## src/rtl/recip_nr_refine.sv

```systemverilog
// -----------------------------------------------------------------------------
// recip_nr_refine
//
// Computes 1/d for a divisor d = 1 + d_in/2^WIDTH in [1,2).
// - Uses d_in to address an external sbtm bipartite table.
// - Adds the two returned partial terms to form a seed.
// - Refines the seed with ITER Newton-Raphson steps x' = x*(2 - d*x).
// - A single shared multiplier serves both half-steps of every iteration.
// - The result is unsigned Q1.WIDTH.
//
// Configuration macro:
//   RECIP_ROUND_EN  When defined, the x*e product is rounded half-up before
//                   it is truncated. Otherwise the product is only truncated.
//                   Latency and handshake are the same in both builds.
//
// Ports:
//   Clk    in   1        clock, rising edge
//   Rst    in   1        asynchronous reset, active-high
//   start  in   1        request, accepted only in IDLE or DONE
//   d_in   in   WIDTH    divisor fraction
//   ia_in  out  7        sbtm table address (top 7 bits of d_in), combinational
//   p0     in   10       sbtm partial term 0, sampled in the accept cycle
//   p1     in   10       sbtm partial term 1, sampled in the accept cycle
//   busy   out  1        high while multiplying (MUL_A / MUL_B)
//   done   out  1        one-cycle pulse when x_out holds a fresh result
//   x_out  out  WIDTH+1  result 1/d, Q1.WIDTH, held until the next completion
// -----------------------------------------------------------------------------
module recip_nr_refine #(
  parameter int WIDTH = 16,
  parameter int ITER  = 2
) (
  input  logic             Clk,
  input  logic             Rst,
  input  logic             start,
  input  logic [WIDTH-1:0] d_in,
  output logic [6:0]       ia_in,
  input  logic [9:0]       p0,
  input  logic [9:0]       p1,
  output logic             busy,
  output logic             done,
  output logic [WIDTH:0]   x_out
);

  typedef enum logic [1:0] {
    ST_IDLE,
    ST_MUL_A,
    ST_MUL_B,
    ST_DONE
  } state_t;

  localparam int PW = 2 * WIDTH + 4;

  // 2.0 in Q2.WIDTH. It is both the NR constant and the saturation threshold.
  localparam logic [WIDTH+1:0] TWO_Q2    = (WIDTH+2)'(2) << WIDTH;
  localparam logic [WIDTH:0]   X_MAX     = '1;
  localparam logic [1:0]       LAST_ITER = 2'(ITER - 1);

  state_t state_q, state_d;

  logic [WIDTH:0]   divisor_q, divisor_d;
  logic [WIDTH:0]   xEst_q, xEst_d;
  logic [WIDTH+1:0] tProd_q, tProd_d;
  logic [1:0]       iterCount_q, iterCount_d;
  logic [WIDTH:0]   xOut_q, xOut_d;

  logic             accept;
  logic             lastIter;
  logic [10:0]      seedSum;
  logic [WIDTH:0]   seedX;
  logic [WIDTH+1:0] errTerm;
  logic [WIDTH+1:0] mulOpA, mulOpB;
  logic [PW-1:0]    mulProd;
  logic [PW-1:0]    roundAdd;
  logic [PW-1:0]    prodAdj;
  logic [PW-1:0]    prodScaled;
  logic [WIDTH:0]   xNext;

  assign ia_in    = d_in[WIDTH-1:WIDTH-7];
  assign accept   = start && ((state_q == ST_IDLE) || (state_q == ST_DONE));
  assign lastIter = (iterCount_q == LAST_ITER);

  // The seed is Q1.10 from the table. Widen it to Q1.WIDTH.
  // The 11-bit sum cannot wrap.
  assign seedSum = {1'b0, p0} + {1'b0, p1};
  assign seedX   = (WIDTH+1)'(seedSum) << (WIDTH - 10);

  // If d*x has already reached 2.0, the correction term would go negative.
  // Clamp it to zero instead of letting it wrap.
  always_comb begin
    errTerm = TWO_Q2 - tProd_q;
    if (tProd_q >= TWO_Q2) begin
      errTerm = '0;
    end
  end

  // Shared multiplier operands:
  //   MUL_A computes d*x.
  //   MUL_B computes x*e.
  always_comb begin
    mulOpA = {1'b0, divisor_q};
    mulOpB = {1'b0, xEst_q};
    if (state_q == ST_MUL_B) begin
      mulOpA = {1'b0, xEst_q};
      mulOpB = errTerm;
    end
  end

  assign mulProd = mulOpA * mulOpB;

`ifdef RECIP_ROUND_EN
  // Half an output LSB, added only to the x*e product.
  // It is added ahead of the saturation check.
  assign roundAdd = (state_q == ST_MUL_B) ? (PW'(1) << (WIDTH - 1)) : '0;
`else
  assign roundAdd = '0;
`endif

  assign prodAdj    = mulProd + roundAdd;
  assign prodScaled = prodAdj >> WIDTH;

  // Saturate to just below 2.0 so the estimate always fits Q1.WIDTH.
  assign xNext = (prodScaled >= PW'(TWO_Q2)) ? X_MAX : prodScaled[WIDTH:0];

  // State register.
  always_ff @(posedge Clk or posedge Rst) begin
    if (Rst) begin
      state_q <= ST_IDLE;
    end else begin
      state_q <= state_d;
    end
  end

  // Next-state logic.
  always_comb begin
    state_d = state_q;
    case (state_q)
      ST_IDLE:  state_d = start ? ST_MUL_A : ST_IDLE;
      ST_MUL_A: state_d = ST_MUL_B;
      ST_MUL_B: state_d = lastIter ? ST_DONE : ST_MUL_A;
      ST_DONE:  state_d = start ? ST_MUL_A : ST_IDLE;
      default:  state_d = ST_IDLE;
    endcase
  end

  // Outputs, decoded from the state.
  always_comb begin
    busy = (state_q == ST_MUL_A) || (state_q == ST_MUL_B);
    done = (state_q == ST_DONE);
  end

  assign x_out = xOut_q;

  // Datapath next values.
  // - Operands are captured only on accept.
  // - x_out changes only on the final MUL_B.
  always_comb begin
    divisor_d   = divisor_q;
    xEst_d      = xEst_q;
    tProd_d     = tProd_q;
    iterCount_d = iterCount_q;
    xOut_d      = xOut_q;
    if (accept) begin
      divisor_d   = {1'b1, d_in};
      xEst_d      = seedX;
      iterCount_d = '0;
    end
    if (state_q == ST_MUL_A) begin
      tProd_d = prodScaled[WIDTH+1:0];
    end
    if (state_q == ST_MUL_B) begin
      xEst_d      = xNext;
      iterCount_d = iterCount_q + 2'd1;
      if (lastIter) begin
        xOut_d = xNext;
      end
    end
  end

  // Datapath registers.
  // Reset clears them so that an in-flight result is dropped.
  always_ff @(posedge Clk or posedge Rst) begin
    if (Rst) begin
      divisor_q   <= '0;
      xEst_q      <= '0;
      tProd_q     <= '0;
      iterCount_q <= '0;
      xOut_q      <= '0;
    end else begin
      divisor_q   <= divisor_d;
      xEst_q      <= xEst_d;
      tProd_q     <= tProd_d;
      iterCount_q <= iterCount_d;
      xOut_q      <= xOut_d;
    end
  end

endmodule

```

## config.mk

```make
export PLATFORM = sky130hd
export DESIGN_NAME = recip_nr_refine
export DESIGN_NICKNAME = d
export VERILOG_FILES = /design/src/rtl/recip_nr_refine.sv
export SDC_FILE = /design/constraint.sdc
export NUM_CORES = 1
export LEC_CHECK = 0
export BUFFER_PORTS_ARGS = -buffer_cell sky130_fd_sc_hd__buf_4
export CORE_MARGIN = 2
export CORE_UTILIZATION = 40
export CTS_CLUSTER_DIAMETER = 100
export DETAILED_ROUTE_END_ITERATION = 6
export PLACE_DENSITY = 0.64
export SYNTH_ARGS = -nofsm -noshare
export SYNTH_HDL_FRONTEND = slang
export SYNTH_SLANG_ARGS = --single-unit
```

## constraint.sdc

```tcl
create_clock -name Clk -period 6.8 [get_ports Clk]
set_clock_uncertainty 0.05 [all_clocks]
set_input_delay 2.04 -clock Clk [delete_from_list [all_inputs] [get_ports Clk]]
set_output_delay 2.04 -clock Clk [all_outputs]
set_load 0.01 [all_outputs]
```

# After elaboration in Yosys (flattened, before gate mapping)
# Index checks and enable logic that the tools add are counted.
# Widths: inputs -> output; s select.
[word_totals]
reg_bits = 73
out_inout_bits = 26
wordCells = 34
[classes]
n_addsub = 3
multipliers = 1
order_cmp = 2
eq_ne = 4
n_mux = 11
reduce_logical = 7
[op_table]
columns = ["op", "count"]
rows = [
  ["$mux 17", 4],
  ["$mul 18x18->36", 1],
  ["$mux 18", 2],
  ["$ge 20x18->1 const B", 1],
  ["$ge 18x18->1 const B", 1],
  ["$sub 18x18->18 const A", 1],
  ["$add 10x10->11", 1],
  ["$mux 2", 3],
  ["$pmux 2 s3", 1],
  ["$eq 2x1->1 const B", 2],
  ["$eq 2x2->1 const B", 2],
  ["$add 2x1->2 const B", 1],
  ["$logic_not 2->1", 1],
  ["$logic_or 1x1->1", 2],
  ["$reduce_and 2->1", 1],
  ["$reduce_bool 2->1", 1],
  ["$reduce_or 2->1", 1],
  ["$logic_and 1x1->1", 1],
  ["$mux 1", 1],
]

# Depth between registers and ports, before layout
# Gate-level depths: netlist of the first run.
[logic_depth]
ltp_word = 7
ltp_mapped = 30

# Worst setup path after synthesis of the first run
# No wires, ideal clock.
[synth_path]
kind = "reg-to-reg"
startpoint = "reg state_q[0]"
endpoint = "reg xEst_q[7]"
arrival_ps = 7289
t_required_ps = 6610
setup_slack_ps = -678
path_stages_with_launch = 27
period_less_slack_ps = 7478
cell_sequence = "dfrtp_1 -> inv_1 -> ha_1 -> buf_6 -> clkbuf_1 -> buf_1 -> clkbuf_1 -> o22ai_1 -> nand2_1 -> fa_1 -> fa_1 -> inv_1 -> fa_1 -> fa_1 -> fa_1 -> inv_1 -> fa_1 -> inv_1 -> ha_1 -> and2_1 -> nand4_1 -> or4_1 -> a21o_1 -> and3_4 -> nor4b_4 -> buf_6 -> a21oi_1"
[synth_between]
elab_chain_len = 6
elab_cells_between_ends = 12
cone_classes = "mul: 1; order compare: 1; eq/ne: 2; mux: 4; reduce/logical: 4"
[synth_rtl]
columns = ["item", "line", "source"]
rows = [
  ["start, declared", "58", "state_t state_q, state_d;"],
  ["start signal, assigned", "129", "state_q <= state_d;"],
  ["$eq 2x2->1", "102, 170", ""],
  ["$mux 17 or $mux 18 (tied branches)", "102", "if (state_q == ST_MUL_B) begin"],
  ["$mul 18x18->36", "108", "assign mulProd = mulOpA * mulOpB;"],
  ["$ge 20x18->1", "122", "assign xNext = (prodScaled >= PW'(TWO_Q2)) ? X_MAX : prodScaled[WIDTH:0];"],
  ["$mux 17", "122", ""],
  ["$mux 17", "170", "if (state_q == ST_MUL_B) begin"],
  ["end signal, assigned", "190", "xEst_q <= xEst_d;"],
  ["end, declared", "61", "logic [WIDTH:0] xEst_q, xEst_d;"],
]
# Parallel ways exist; a longest one is shown, timed or not.
# A chain may end at the register's enable or synchronous reset.

# Final worst setup path of the first run
[layout_path]
startpoint = "reg tProd_q[0]"
endpoint = "reg xEst_q[16]"
[layout_between]
elab_chain_len = 7
elab_cells_between_ends = 8
cone_classes = "add/sub: 1; mul: 1; order compare: 2; mux: 4"
[layout_rtl]
columns = ["item", "line", "source"]
rows = [
  ["start, declared", "62", "logic [WIDTH+1:0] tProd_q, tProd_d;"],
  ["start signal, assigned", "191", "tProd_q <= tProd_d;"],
  ["$sub 18x18->18 or $ge 18x18->1 (tied branches)", "90, 91", ""],
  ["$mux 18 *", "91", "if (tProd_q >= TWO_Q2) begin"],
  ["$mux 18 *", "102", ""],
  ["$mul 18x18->36 *", "108", ""],
  ["$ge 20x18->1", "122", ""],
  ["$mux 17 *", "122", ""],
  ["$mux 17 *", "170", ""],
]
# Mark *: on every way between the ends. The rest lies on a longest branch, timed or not.

==> results of run 1 <==
[how the worst min path moves through the flow]
stage                          startpoint                         end  slack (ns)  cells past startpoint
4_1_cts        iterCount_q[0]$_DFFE_PP0P_  iterCount_q[0]$_DFFE_PP0P_        0.44                      1
3_3_place_gp   iterCount_q[0]$_DFFE_PP0P_  iterCount_q[0]$_DFFE_PP0P_        0.42                      1
2_1_floorplan   divisor_q[16]$_DFFE_PP0P_   divisor_q[16]$_DFFE_PP0P_        0.40                      1
6_report       iterCount_q[0]$_DFFE_PP0P_  iterCount_q[0]$_DFFE_PP0P_        0.44                      1
3_5_place_dp   iterCount_q[0]$_DFFE_PP0P_  iterCount_q[0]$_DFFE_PP0P_        0.44                      1
5_1_grt         divisor_q[14]$_DFFE_PP0P_   divisor_q[14]$_DFFE_PP0P_        0.48                      2
[layout by cell type, fill, tap and decap left out, types with 4 or more instances in the layout]
master	instances
buf_4	363
inv_1	327
fa_1	228
nand2_1	213
nor2_1	161
ha_1	109
dfrtp_1	73
buf_6	34
mux2i_1	33
a21oi_1	26
inv_2	18
ha_4	18
a21oi_2	16
a31oi_1	15
mux2_2	14
buf_12	13
nor3_1	12
xnor2_2	12
o21ai_0	11
and2_1	11
fa_2	11
nand2_2	10
a21o_1	10
o22ai_4	10
clkbuf_16	10
a211oi_1	9
xnor2_4	9
xor2_1	9
o22a_1	9
nand4_1	8
nand2b_1	8
xnor2_1	8
nor2_2	7
a21oi_4	6
o21ai_1	6
nor2b_1	5
nand3_1	4
o21a_1	4
nand2_4	4
o22ai_1	4
[critical path: cells and delay by family, from the launching register on]
family	cells	cell delay, ns
xor gates and xnor gates	1	0.17
adders and majority gates	8	3.37
DFF	1	0.42
buffers and inverters	8	0.85
AOI/OAI and AO/OA	3	0.56
and+or+nand+nor	9	1.86
[cells by family after synthesis]
group / count (synthesis) / synth area share [%]
AND/OR/NAND/NOR: 487 / 14.9
buffers and inverters: 407 / 11.7
adder cells (fa/ha/maj): 366 / 45.7
AO/OA/AOI/OAI: 176 / 8.30
flip-flops: 73 / 13.1
multiplexers: 51 / 3.79
XOR/XNOR: 39 / 2.45
[repair_timing]
action	4_1_cts	5_1_grt
cloned	2	1
pin swaps	96	57
setup buffers	52	17
resized for setup	185	50
endpoints found under the setup margin	51	52
[cell type report]
class / count / area, um2 / share of cell area, %
repair buffers: 412 / 3420 / 17.8
inverters: 345 / 1290 / 6.74
clock buffers: 10 / 229 / 1.19
flip-flops and latches: 73 / 1830 / 9.51
clock inverters: 5 / 33.8 / 0.176
well taps: 455 / 569 / 2.96
multi-input cells: 1119 / 11800 / 61.6
[state kept, by name, summed over array words and instances, names as in the netlist]
name,count
divisor_q,17
state_q,2
xEst_q,17
x_out,17
tProd_q,18
iterCount_q,2
[stage by stage]
step	instances	cell area, um2	utilization [%]	TNS [ns]	hold slack [ns]
6_report	2419	19200	55.8	-23.50	0.439
3_3_place_gp	2340	17300	50.2	-29.02	0.419
5_1_grt	2419	19200	55.8	-33.17	0.478
2_1_floorplan	1599	14300	-	-0.411	0.402
4_1_cts	2403	18800	54.7	-19.48	0.443
3_5_place_dp	2340	17300	50.2	-34.10	0.435
[per-layer routing]
metal	wire, um	global-route usage, %	vias to the layer above
met3	3250	4.58	88
li1	-	-	5672
met2	22400	44.3	494
met5	0	0	-
met4	1710	9.48	0
met1	18800	33.7	6235
==> flow_summary_export.csv, run 1 <==
group,metric,value,unit
layout,antennaDiodeCount,0,
detailed_routing,routed-via-count,12489,
floorplan,die_h,191,um
logic_synthesis,synthCells,1599,
floorplan,initial_core_util,40.4,%
setup_path,ff2ff_path_depth,29,
logic_synthesis,syn_nets,2004,
logic_synthesis,syn_area_per_cell,8.72,um2
floorplan,fp-row-count,68,
logic_synthesis,synth.distinct_cells,71,
global_routing,track_usage,26.2,%
setup_path,cp.arrival,7.58,ns
detailed_routing,drt-vias-per-instance,5.16,
placement,place_hpwl,36900,um
run_status,status,"complete, but fails checks",
setup_path,reg2reg_slack,-0.61,ns
timing,relSlewSlack,7.93,%
timing,rsz0062_at_grt,"yes",
setup_path,r2r_start,"tProd_q[0]$_DFFE_PP0N_",
placement,post-place-ws,-0.894,ns
logic_synthesis,synth_area,13900,um2
logic_synthesis,ys_ff_latch,73,
run_status,violations,"setup timing",
detailed_routing,drtIter0Drc,1028,
clocking,insertion_delay,0.34,ns
logic_synthesis,yosys-top-cells-count,"inv_1, fa_1, nand2_1",
detailed_routing,wl,46200,um
hold_path,worstHoldPathType,"reg2reg",
logic_synthesis,ys_warn_count,0,
floorplan,core,34500,um2
setup_path,crit_fanout,6,
timing,max_clock_freq,135,MHz
setup_path,critPathLaunch,"tProd_q[0]$_DFFE_PP0N_",
timing,hold_viol,0,
setup_path,max_stage_delay,0.54,ns
logic_synthesis,yosysSeqAreaShare,13.1,%
layout,drive_gt1_share,32.3,%
clocking,cts_tree,"yes",
clocking,clkTransAtPathRegs,0.05,ns
timing,fin_crit_sh,109,%
timing,fin_ws,-0.609,ns
run,max_cap_viol_count,0,
timing,tightestPinTransition,1.38,ns
timing,period_minus_slack,7.41,ns
timing,finalSetupViolCount,50,
logic_synthesis,synth-main-ff-cell,"dfrtp_1",
clocking,cts.sinks,73,
logic_synthesis,synth_edf_count,0,
clocking,clk_path_buf_depth,2,
setup_path,end_kind,"register",
global_routing,grt_pass1_wl,72500,um
clocking,ctsHoldBuffers,0,
logic_synthesis,synthArstFlopShare,100,%
setup_path,r2r-end,"xEst_q[16]$_DFFE_PP0P_",
layout,finalNetCount,2365,
global_routing,grt_pass1_vias,13331,
detailed_routing,drtAntennaViolNets,0,
logic_synthesis,ys_top_cells_by_area,"fa_1, dfrtp_1, ha_1",
floorplan,dieArea,36300,um2
global_routing,grt_overflow,0,
setup_path,worstSetupStartpointType,"register",
floorplan,io_pins,65,
clocking,cts_buffers,9,
placement,gp_congestion,0.974,
setup_path,crit_top_cell,"fa_1",
floorplan,die-width,191,um
global_routing,grt_start_max_net_pins,51,
placement,io_buffers,64,
layout,area_growth,37.9,%
clocking,root_buffer,"clkbuf_16",
timing,slew_viol_final,0,
layout,final.fill_count,2980,
setup_path,crit_slowest_cell,"fa_1",
detailed_routing,wire_per_inst,19.1,um
setup_path,required,6.97,ns
setup_path,endpoint,"xEst_q[16]$_DFFE_PP0P_",
logic_synthesis,yosysTopAreaCell,"fa_1",
global_routing,antenna_found_initial,0,
detailed_routing,route.detailed.drc,0,
logic_synthesis,synth_top_area_share,34.3,%
clocking,htree_num_levels,3,
setup_path,path_class,"reg2reg",
logic_synthesis,post-synth-top-count-cell,"inv_1",
detailed_routing,firstDrtPassIters,5,
Power of run 1 is not shown: default switching activity piles up to over one toggle a cycle in this logic, so the estimate is an artifact.
==> run 2, diff against run 1 <==
--- a/config.mk
+++ b/config.mk
@@ -6,11 +6,13 @@
 export NUM_CORES = 1
 export LEC_CHECK = 0
 export BUFFER_PORTS_ARGS = -buffer_cell sky130_fd_sc_hd__buf_4
+export CELL_PAD_IN_SITES_DETAIL_PLACEMENT = 0
+export CELL_PAD_IN_SITES_GLOBAL_PLACEMENT = 1
 export CORE_MARGIN = 2
 export CORE_UTILIZATION = 40
 export CTS_CLUSTER_DIAMETER = 100
 export DETAILED_ROUTE_END_ITERATION = 6
-export PLACE_DENSITY = 0.64
+export PLACE_DENSITY = 0.78
 export SYNTH_ARGS = -nofsm -noshare
 export SYNTH_HDL_FRONTEND = slang
 export SYNTH_SLANG_ARGS = --single-unit
==> flow_summary_export.csv, run 2 (synthesized netlist as in run 1, its figures left out) <==
group,metric,value,unit
clocking,htree_num_levels,3,
setup_path,ff2ff_path_depth,29,
detailed_routing,routed-via-count,12402,
layout,mostFrequentLayoutCell,"buf_4",
global_routing,antenna_found_initial,0,
detailed_routing,drt-vias-per-instance,5.15,
setup_path,cp.arrival,7.60,ns
detailed_routing,firstDrtPassIters,5,
placement,post-place-ws,-1.06,ns
layout,final_util,55.6,%
global_routing,grt_start_max_net_pins,74,
timing,max_clock_freq,135,MHz
global_routing,track_usage,26.4,%
detailed_routing,wl,46200,um
placement,placed_cell_area,17300,um2
run,max_cap_viol_count,0,
placement,place_hpwl,37300,um
clocking,insertion_delay,0.35,ns
setup_path,worst-path-buf-inv,8,
floorplan,core,34500,um2
setup_path,r2r-end,"xEst_q[11]$_DFFE_PP0P_",
placement,dp.cells,2336,
floorplan,die-width,191,um
detailed_routing,dr_wl_met3,2650,um
timing,period_minus_slack,7.43,ns
detailed_routing,met1_length,19300,um
clocking,cts.sinks,73,
setup_path,required,6.97,ns
floorplan,dieArea,36300,um2
floorplan,io_pins,65,
setup_path,crit_slowest_cell,"fa_1",
layout,drive_gt1_share,31.1,%
setup_path,critPathLaunch,"tProd_q[0]$_DFFE_PP0N_",
timing,tightestPinTransition,1.22,ns
detailed_routing,wire_per_inst,19.2,um
timing,rsz0062_at_grt,"yes",
timing,fin_crit_sh,109,%
detailed_routing,routed.top_layer,"met4",
hold_path,min_to,"iterCount_q[0]$_DFFE_PP0P_",
timing,hold_viol,0,
global_routing,grt_pass1_vias,13142,
floorplan,initial_core_util,40.4,%
setup_path,worstSetupStartpointType,"register",
placement,gp_congestion,0.941,
setup_path,crit_fanout,4,
setup_path,r2r_start,"tProd_q[0]$_DFFE_PP0N_",
setup_path,cp_top_family,"adder cells",
clocking,cts_tree,"yes",
hold_path,worstHoldStart,"iterCount_q[0]$_DFFE_PP0P_",
setup_path,crit_top_cell,"fa_1",
hold_path,hold_depth,1,
layout,antennaDiodeCount,0,
layout,top_register,"tProd_q",
clocking,cts_buffers,9,
setup_path,end_kind,"register",
layout,mostFrequentLayoutCells,"buf_4, inv_1, fa_1, nand2_1, nor2_1",
layout,final_cell_area,19200,um2
timing,finalSetupViolCount,48,
layout,finalNetCount,2354,
layout,stdcell_count,2409,
placement,io_buffers,64,
detailed_routing,drtIter0Drc,757,
detailed_routing,drtAntennaViolNets,0,
global_routing,grt_overflow,0,
clocking,clkTransAtPathRegs,0.06,ns
floorplan,fp-row-count,68,
run_status,violations,"setup timing",
hold_path,worstHoldPathType,"reg2reg",
setup_path,path_class,"reg2reg",
layout,largest_reg_flops,18,
global_routing,grt_pass1_wl,72700,um
clocking,root_buffer,"clkbuf_16",
timing,relSlewSlack,18.8,%
setup_path,max_stage_delay,0.56,ns
layout,area_growth,37.5,%
timing,slew_viol_final,0,
clocking,clk_path_buf_depth,2,
setup_path,reg2reg_slack,-0.63,ns
timing,fin_ws,-0.629,ns
detailed_routing,dr_wl_met2,22200,um
floorplan,die_h,191,um
run_status,status,"complete, but fails checks",
detailed_routing,route.detailed.drc,0,
[run 2: changes by cell type in the layout (fill, tap and decap cells not counted), sizes merged]
cell	delta
clkinvlp	-1
buf	-11
bufinv	+2
inv	+1
clkinv	-1
[run 2: worst reg2reg max path, delay by kind of cell (launching register included)]
family,cells,cell delay (ns)
flops,1,0.41
xor+xnor,1,0.17
compound gates,3,0.53
simple gates,9,1.71
fa+ha+maj,8,3.50
buf+inv,8,0.95
[run 2: per-layer routing]
metal | vias up | track usage (%)
li1 | 5684 | -
met1 | 6227 | 34.5
met2 | 386 | 44.3
met3 | 105 | 3.86
met4 | 0 | 9.66
met5 | - | 0
[run 2: through the flow]
stage               TNS (ns)  hold slack, ns
detailed placement    -37.05           0.438
finish                -25.05           0.446
global placement      -32.31           0.421
floorplan             -0.411           0.402
global route          -35.83           0.475
CTS                   -20.40           0.452
[run 2: area by class of cell]
type                            instances  area (um2)
Clock buffer                           10         239
Tap cell                              455         569
Sequential cell                        73        1830
Timing Repair Buffer                  401        3430
Inverter                              345        1290
Fill cell                            3127       15300
Multi-Input combinational cell       1119       11700
Clock inverter                          6        90.1
[run 2: what timing repair did]
action	CTS	global route
hold buffers	0	0
cloned	3	1
buffers inserted	32	25
pin swaps	49	73
setup endpoints to repair	51	51
resized for setup	103	100
[run 2: worst max-delay path by stage]
stage,to,slack (ns),depth (start not counted)
after detailed placement,tProd_q[16]$_DFFE_PP0N_,-1.06,26
after floorplan,xEst_q[7]$_DFFE_PP0P_,-0.05,26
after global placement,x_out[16]$_DFFE_PP0P_,-0.89,28
after global routing,tProd_q[12]$_DFFE_PP0N_,-0.83,30
final,xEst_q[11]$_DFFE_PP0P_,-0.63,29
after CTS,xEst_q[12]$_DFFE_PP0P_,-0.51,27
Power of run 2 is left out for the same reason.
